[src/rtl/pitch_sequencer.sv]
// Pitching-game controller: debounces the three buttons, owns the pitch-type
// selection and sequences windup, ball flight, swing judgement and result.
module pitch_sequencer #(
  parameter int unsigned DEB_CYCLES   = 4,
  parameter int unsigned WINDUP_TICKS = 3,
  parameter int unsigned FAST_TICKS   = 2,
  parameter int unsigned SLOW_TICKS   = 5,
  parameter int unsigned LANE_LEN     = 8
) (
  input  logic                clk,
  input  logic                rst,
  input  logic                btn_mode,
  input  logic                btn_pitch,
  input  logic                btn_swing,
  output logic [1:0]          mode,
  output logic [LANE_LEN-1:0] ball_pos,
  output logic                busy,
  output logic                result_valid,
  output logic [1:0]          result
);

  localparam int unsigned DW = $clog2(DEB_CYCLES + 1);
  localparam int unsigned TW = $clog2(WINDUP_TICKS + FAST_TICKS + SLOW_TICKS + 1);
  localparam int unsigned IW = $clog2(LANE_LEN);
  localparam int unsigned LW = LANE_LEN;

  localparam logic [1:0] M_FAST   = 2'd0;
  localparam logic [1:0] M_CHANGE = 2'd1;
  localparam logic [1:0] M_SLIDER = 2'd2;

  localparam logic [1:0] R_HIT  = 2'd1;
  localparam logic [1:0] R_MISS = 2'd2;
  localparam logic [1:0] R_LOOK = 2'd3;

  typedef enum logic [1:0] {IDLE, WINDUP, FLIGHT, RESULT} state_t;

  // Bit 0 mode, bit 1 pitch, bit 2 swing.
  logic [2:0]    raw;
  logic [2:0]    sync1, sync2, press;
  logic [DW-1:0] deb_cnt [3];

  assign raw = {btn_swing, btn_pitch, btn_mode};

  // Two-flop synchronizer plus saturating debounce counter per button.
  always_ff @(posedge clk) begin
    if (rst) begin
      sync1 <= '0;
      sync2 <= '0;
      press <= '0;
      for (int i = 0; i < 3; i++) deb_cnt[i] <= '0;
    end else begin
      sync1 <= raw;
      sync2 <= sync1;
      for (int i = 0; i < 3; i++) begin
        press[i] <= sync2[i] && (deb_cnt[i] == DW'(DEB_CYCLES - 1));
        if (!sync2[i])
          deb_cnt[i] <= '0;
        else if (deb_cnt[i] != DW'(DEB_CYCLES))
          deb_cnt[i] <= deb_cnt[i] + DW'(1);
      end
    end
  end

  state_t        state, state_n;
  logic [1:0]    pitch_mode, pitch_mode_n, mode_n, result_n;
  logic [LW-1:0] ball_n;
  logic [IW-1:0] idx, idx_n;
  logic [TW-1:0] tick, tick_n, interval_c;
  logic          valid_n;

  // Slider breaks from fast to slow once the ball reaches the second half.
  always_comb begin
    case (pitch_mode)
      M_CHANGE: interval_c = TW'(SLOW_TICKS);
      M_SLIDER: interval_c = (idx < IW'(LANE_LEN / 2)) ? TW'(FAST_TICKS) : TW'(SLOW_TICKS);
      default:  interval_c = TW'(FAST_TICKS);
    endcase
  end

  always_ff @(posedge clk) begin
    if (rst) begin
      state        <= IDLE;
      mode         <= M_FAST;
      pitch_mode   <= M_FAST;
      ball_pos     <= '0;
      idx          <= '0;
      tick         <= '0;
      busy         <= 1'b0;
      result_valid <= 1'b0;
      result       <= 2'd0;
    end else begin
      state        <= state_n;
      mode         <= mode_n;
      pitch_mode   <= pitch_mode_n;
      ball_pos     <= ball_n;
      idx          <= idx_n;
      tick         <= tick_n;
      busy         <= (state_n != IDLE);
      result_valid <= valid_n;
      result       <= result_n;
    end
  end

  always_comb begin
    state_n      = state;
    mode_n       = mode;
    pitch_mode_n = pitch_mode;
    ball_n       = ball_pos;
    idx_n        = idx;
    tick_n       = tick;
    result_n     = result;
    valid_n      = 1'b0;
    case (state)
      IDLE: begin
        // A pitch press wins over a coincident mode press.
        if (press[1]) begin
          state_n      = WINDUP;
          pitch_mode_n = mode;
          tick_n       = '0;
          ball_n       = '0;
        end else if (press[0]) begin
          case (mode)
            M_FAST:   mode_n = M_CHANGE;
            M_CHANGE: mode_n = M_SLIDER;
            default:  mode_n = M_FAST;
          endcase
        end
      end
      WINDUP: begin
        if (tick == TW'(WINDUP_TICKS - 1)) begin
          state_n = FLIGHT;
          ball_n  = LW'(1);
          idx_n   = '0;
          tick_n  = '0;
        end else begin
          tick_n = tick + TW'(1);
        end
      end
      FLIGHT: begin
        // A swing is judged at the pre-move position even if the step expires.
        if (press[2]) begin
          state_n  = RESULT;
          ball_n   = '0;
          valid_n  = 1'b1;
          result_n = (idx == IW'(LANE_LEN - 1)) ? R_HIT : R_MISS;
        end else if (tick == interval_c - TW'(1)) begin
          if (idx == IW'(LANE_LEN - 1)) begin
            state_n  = RESULT;
            ball_n   = '0;
            valid_n  = 1'b1;
            result_n = R_LOOK;
          end else begin
            ball_n = ball_pos << 1;
            idx_n  = idx + IW'(1);
            tick_n = '0;
          end
        end else begin
          tick_n = tick + TW'(1);
        end
      end
      RESULT: begin
        state_n = IDLE;
        ball_n  = '0;
      end
      default: state_n = IDLE;
    endcase
  end

endmodule
[config.mk]
export PLATFORM = sky130hd
export DESIGN_NAME = pitch_sequencer
export DESIGN_NICKNAME = d
export VERILOG_FILES = /design/src/rtl/pitch_sequencer.sv
export SDC_FILE = /design/constraint.sdc
export NUM_CORES = 1
export LEC_CHECK = 0
export BUFFER_PORTS_ARGS = -buffer_cell sky130_fd_sc_hd__buf_2
export CAP_MARGIN = 40
export CELL_PAD_IN_SITES_DETAIL_PLACEMENT = 1
export CELL_PAD_IN_SITES_GLOBAL_PLACEMENT = 1
export CORE_UTILIZATION = 46
export DETAILED_ROUTE_END_ITERATION = 10
export GPL_ROUTABILITY_DRIVEN = 0
export PLACE_DENSITY_LB_ADDON = 0.1
export SYNTH_ARGS = -nofsm -noshare
export SYNTH_HDL_FRONTEND = slang
export SYNTH_SLANG_ARGS = --single-unit
[constraint.sdc]
create_clock -name clk -period 3.4 [get_ports clk]
set_input_delay 0.17 -clock clk [delete_from_list [all_inputs] [get_ports clk]]
set_output_delay 0.17 -clock clk [all_outputs]
set_load 0.005 [all_outputs]
Word level (Yosys, flattened, before mapping):

Memory sizes are Yosys's and may differ from the RTL's.
Cells that the tools add are included.

* register bits: 34
* bits in latches: 0
* bits in writable memories: 9
* bits in read-only memories: 0
* input port bits: 5
* output and inout port bits: 14
* word-level logic and storage cells: 129
* memories kept: 1

* $add $sub $neg: 6
* multipliers: 0
* div/mod/pow operators: 0
* order comparisons: 1
* equal/unequal tests: 22
* shift operators: 0
* muxes and demuxes: 62
* bitwise logic cells: 8
* reduce and logical (&&, ||, !) cells: 17

Memories
* deb_cnt: depth 3, width 3, rd ports 3, clocked after memory_dff 0, wr ports 3, line 40 `logic [DW-1:0] deb_cnt [3];`

Operator list (count)
* $mux 8: 5
* $mux 3: 11
* $pmux 8 s4: 1
* $mux 1: 26
* $mux 4: 5
* $mux 2: 9
* $ne 3x3->1 const B: 5
* $add 3x1->3 const B: 4
* $pmux 3 s2: 2
* $pmux 4 s3: 1
* $ne 2x2->1 const B: 5
* $eq 3x2->1 const B: 3
* $reduce_and 3->1: 3
* $pmux 2 s4: 1
* $reduce_bool 2->1: 4
* $eq 2x1->1 const B: 3
* $eq 2x2->1 const B: 3
* $or 1x1->1: 6
* $reduce_and 5->1: 1
* $add 4x1->4 const B: 1
* $eq 4x2->1 const B: 1
* $eq 4x4->1: 1
* $logic_not 2->1: 2
* $pmux 2 s2: 1
* other kinds (9): 12

Logic depth before layout (Yosys ltp):

* word-level depth: 9
* gate-level depth with buffers: 11
* mapped depth without buffers: 11

Least setup slack after synthesis:

Ideal clock, no wire load.

* kind: reg2reg
* start point: register pitch_mode[0]
* end point: register ball_pos[4]
* library setup time: 0.071 ns
* data arrival time: 2.316 ns
* data required time: 3.329 ns
* slack: 1.014 ns
* stages on the path, launching flop included: 10
* path buffers: 0
* period minus slack after synthesis: 2.386 ns
* cell sequence: dfxtp_1 -> inv_1 -> ha_1 -> or2_2 -> ha_1 -> xor2_1 -> nor3_4 -> a211oi_2 -> o21ai_0 -> a21oi_1

* cells in the longest elaborated chain, start to end: 6
* elaborated cells between the ends (all ways): 7
* classes of those cells: 1 x add/sub; 4 x eq/ne; 1 x mux; 1 x reduce/logical

RTL lines
* start, declared: line 65 `logic [1:0] pitch_mode, pitch_mode_n, mode_n, result_n;`
* start signal, assigned: line 94 `pitch_mode <= pitch_mode_n;`
* $eq 2x2->1 / $eq 2x1->1 (equally long branches): line 73 `case (pitch_mode)`
* $pmux 3 s2 *: line 73
* $sub 4x1->4 *: line 146 `end else if (tick == interval_c - TW'(1)) begin`
* $eq 4x4->1 *: line 146
* $ne 3x3->1 (no line) *
* $reduce_and 3->1 (no line) *
* end signal, assigned: line 95 `ball_pos <= ball_n;`
* end, declared: line 16 `output logic [LANE_LEN-1:0] ball_pos,`

Mark *: on every way between the ends. The rest lies on a longest branch, timed or not.
A chain may end at the register's enable or synchronous reset.

Final worst setup path:

* start point: register pitch_mode[0]
* end point: register ball_pos[6]

Same word-level chain as after synthesis.

==> results.md <==
- Outcome: complete, no violations
- Data arrival, critical path: 2.98 ns
- IR drop worst, VDD: 0.216 mV
- Die width: 72.3 um
- Worst Setup End Kind: flop
- Hpwl dp: 3380 um
- Placed Area: 2420 um2
- IO Port Bufs: 18
- Via/cell ratio: 5.33
- Reg2Reg Setup Slack: 0.65 ns
- Commonest cells in the netlist: dfxtp_1 (34), ha_1 (22), a21oi_1 (21)
- # DRC: 0
- Vias in the first global route: 1719
- Clk_lat worst skew: 0.30 ns
- Top-count cell post-synth: dfxtp_1
- Clk pwr share: 37.4%
- Drt total wl: 4630 um
- Largest buffer count on any clock path: 2
- Largest cells by area after synthesis: dfxtp_1 (30%), ha_1 (12%), edfxtp_1 (12%)
- #FFs+latches synth: 43
- Syn avg cell area: 9.35 um2
- Hold Crit Class: in -> reg
- DRT antenna net count: 0
- First-pass GRT wire length: 8090 um
- Tmin final: 2.75 ns
- Tot GR Track Use: 20.0%
- Cell area after layout: 2500 um2
- Sequential share of power: 60.8%
- Syn Inst Count: 243
- Antenna diodes: 0
- CP startpoint: pitch_mode[0]
- Per-cell routed wire length: 14.1 um
- Row count: 25
- Top Ports: 19
- R2r endpoint: ball_pos[6]
- TNS Setup: 0 ns
- Max incr delay on CP: 0.49 ns
- Layout cell share with drive strength beyond 1: 14.5%
- Worst hold start: btn_pitch
- Die area: 5220 um2
- Number of optimization iterations in the first detailed-route pass: 4
- CP max-delay cell: a211oi_2
- WS Path Type: reg -> reg
- Die Y: 72.3 um
- FF-to-FF Start: pitch_mode[0]
- Worst path bufs/invs: 1
- Initial DRC count: 91
- Int Power: 0.671 mW
- Library cells used by synthesis: 45
- # setup viols final: 0
- Fin crit share: 80.9%
- Fillers: 575
- Sequential area share after synthesis: 41.9%
- Nets: 288
- Fin. Hold Viols: 0
- Starting density of the core: 48.1%
- Post-layout util: 53.0%
- Dominant cell type by area after synthesis: dfxtp_1
- LEAKAGE: 0.980 nW
- Clk pin slew, worst setup/hold paths: 0.08 ns
- Cell area after synthesis: 2270 um2
- Top cell type's share of synthesized area: 30.0%
- Power Dens Cells: 344 nW/um2
- Comb pwr share: 1.8%
- CTS tree: yes
- Area grow syn2layout: 10.2%
- Final setup skew: 0.00580 ns
- Post-synthesis async set-or-reset flop share: 0%
- Worst Path Required: 3.63 ns
- Sw frac: 22.1%
- Grt total ovfl: 0
- Max-slew headroom: 54.8%
- Number of synthesized flops with an enable pin: 9
- Largest net degree at the start of global routing: 36
- Setup Buffers After CTS: 0
- Num CTS Buffers: 5
- Vias: 1755
- Clock Tree Root: clkbuf_8
- CP Cell Sequence: inv_1, ha_1, or2_2, ha_1, xor2_1, nor3_4, a211oi_2, o21ai_0, a21oi_1
- Initial antenna violation count: 0
- Hold Path Stages: 2
- Max Clk Rate: 364 MHz
- Switching power: 0.190 mW
- H-tree depth: 2
- Worst setup path endpoint: ball_pos[6]
- Max cap viols: 0
- Crit path max fanout: 8
- RSZ-0062 raised after global routing: false
- Syn_nets: 270
- Worst setup SP type: flop
- Register-to-Register Path Depth: 9
- Most used cell, CP: ha_1
- Slew at the pin closest to its max-slew limit: 0.678 ns
- Ys flop type: dfxtp_1
- Slew Limit Fails: 0
- Yosys warns: 0
- Post-CTS Resized: 0
- # hold bufs at CTS: 0
- Placeable core area: 4720 um2
- WP depth: 9
- CTS Sinks: 43
- Top cell family by delay on the critical path: compound AO/OA/AOI/OAI gates
worst min path at each step:
stage,end,slack (ns)
final,sync1[1],0.08
after detailed placement,sync1[0],0.38
after floorplan,sync1[0],0.30
after CTS,sync1[1],0.07
after global routing,sync1[0],0.09
after global placement,sync1[0],0.38
layer usage:
metal  vias to the layer above  share of wire, %  track usage, %
li1                        889                 -               -
met1                       841                46            25.5
met2                        19                50            33.0
met3                         6               2.1            4.58
met4                         0               1.5            7.19
met5                         -                 0               0
per-stage QoR:
step                power [mW]  std cells  worst slack [ns]  hold slack, ns
floorplan                0.547        243              1.01           0.298
global placement         0.551        321             0.774           0.381
detailed placement       0.552        321             0.642           0.385
CTS                      0.874        329             0.634          0.0693
global route             0.895        329             0.417          0.0875
finish                   0.862        329             0.650          0.0764
registers in the layout, summed over array words and instances, names as in the netlist:
| signal | cells |
|---|---|
| ball_pos | 8 |
| busy | 1 |
| deb_cnt | 9 |
| idx | 3 |
| mode | 2 |
| pitch_mode | 2 |
| press | 3 |
| result | 2 |
| result_valid | 1 |
| state | 2 |
| sync1 | 3 |
| sync2 | 3 |
| tick | 4 |
logic make-up after synthesis:
kind of cell | synth area share [%]
simple gates | 24.3
compound gates | 15.7
flops | 41.9
buf+inv | 4.13
fa+ha+maj | 12.1
xor+xnor | 1.49
mux | 0.441
power groups by stage:
stage	sequential (mW)	combinational (mW)	clock (mW)
floorplan	0.535	0.0112	0
global placement	0.536	0.0154	0
detailed placement	0.536	0.0160	0
CTS	0.524	0.0161	0.334
global route	0.525	0.0180	0.352
finish	0.524	0.0157	0.322
area by class of cell:
| cell class | instances | area (um2) | area share, % |
|---|---|---|---|
| Timing Repair Buffer | 18 | 90.1 | 3.60 |
| Clock inverter | 2 | 12.5 | 0.500 |
| Tap cell | 67 | 83.8 | 3.35 |
| Sequential cell | 43 | 951 | 38.0 |
| Multi-Input combinational cell | 175 | 1230 | 49.0 |
| Inverter | 18 | 67.6 | 2.70 |
| Clock buffer | 6 | 72.6 | 2.90 |
placed cells by master, fill, tap and decap left out, types with 2 or more instances in the layout:
| master | Yosys | layout |
|---|---|---|
| and3_1 | 3 | 3 |
| a211oi_2 | 2 | 2 |
| ha_1 | 22 | 22 |
| nor2_1 | 13 | 13 |
| nand4b_1 | 4 | 4 |
| buf_2 | 0 | 18 |
| nand4_1 | 11 | 11 |
| o21a_1 | 2 | 2 |
| nor3_1 | 3 | 3 |
| and2_1 | 5 | 5 |
| a21oi_1 | 21 | 21 |
| clkbuf_8 | 0 | 5 |
| nand2_1 | 17 | 17 |
| nand2b_1 | 7 | 7 |
| or2_2 | 3 | 3 |
| a31oi_1 | 3 | 3 |
| inv_1 | 18 | 18 |
| a21o_1 | 2 | 2 |
| nand3_1 | 8 | 8 |
| o21ai_0 | 11 | 11 |
| nor2b_1 | 13 | 13 |
| o21ai_1 | 3 | 3 |
| dfxtp_1 | 34 | 34 |
| nor3b_1 | 2 | 2 |
| edfxtp_1 | 9 | 9 |
(Power assumes the default switching activity.)
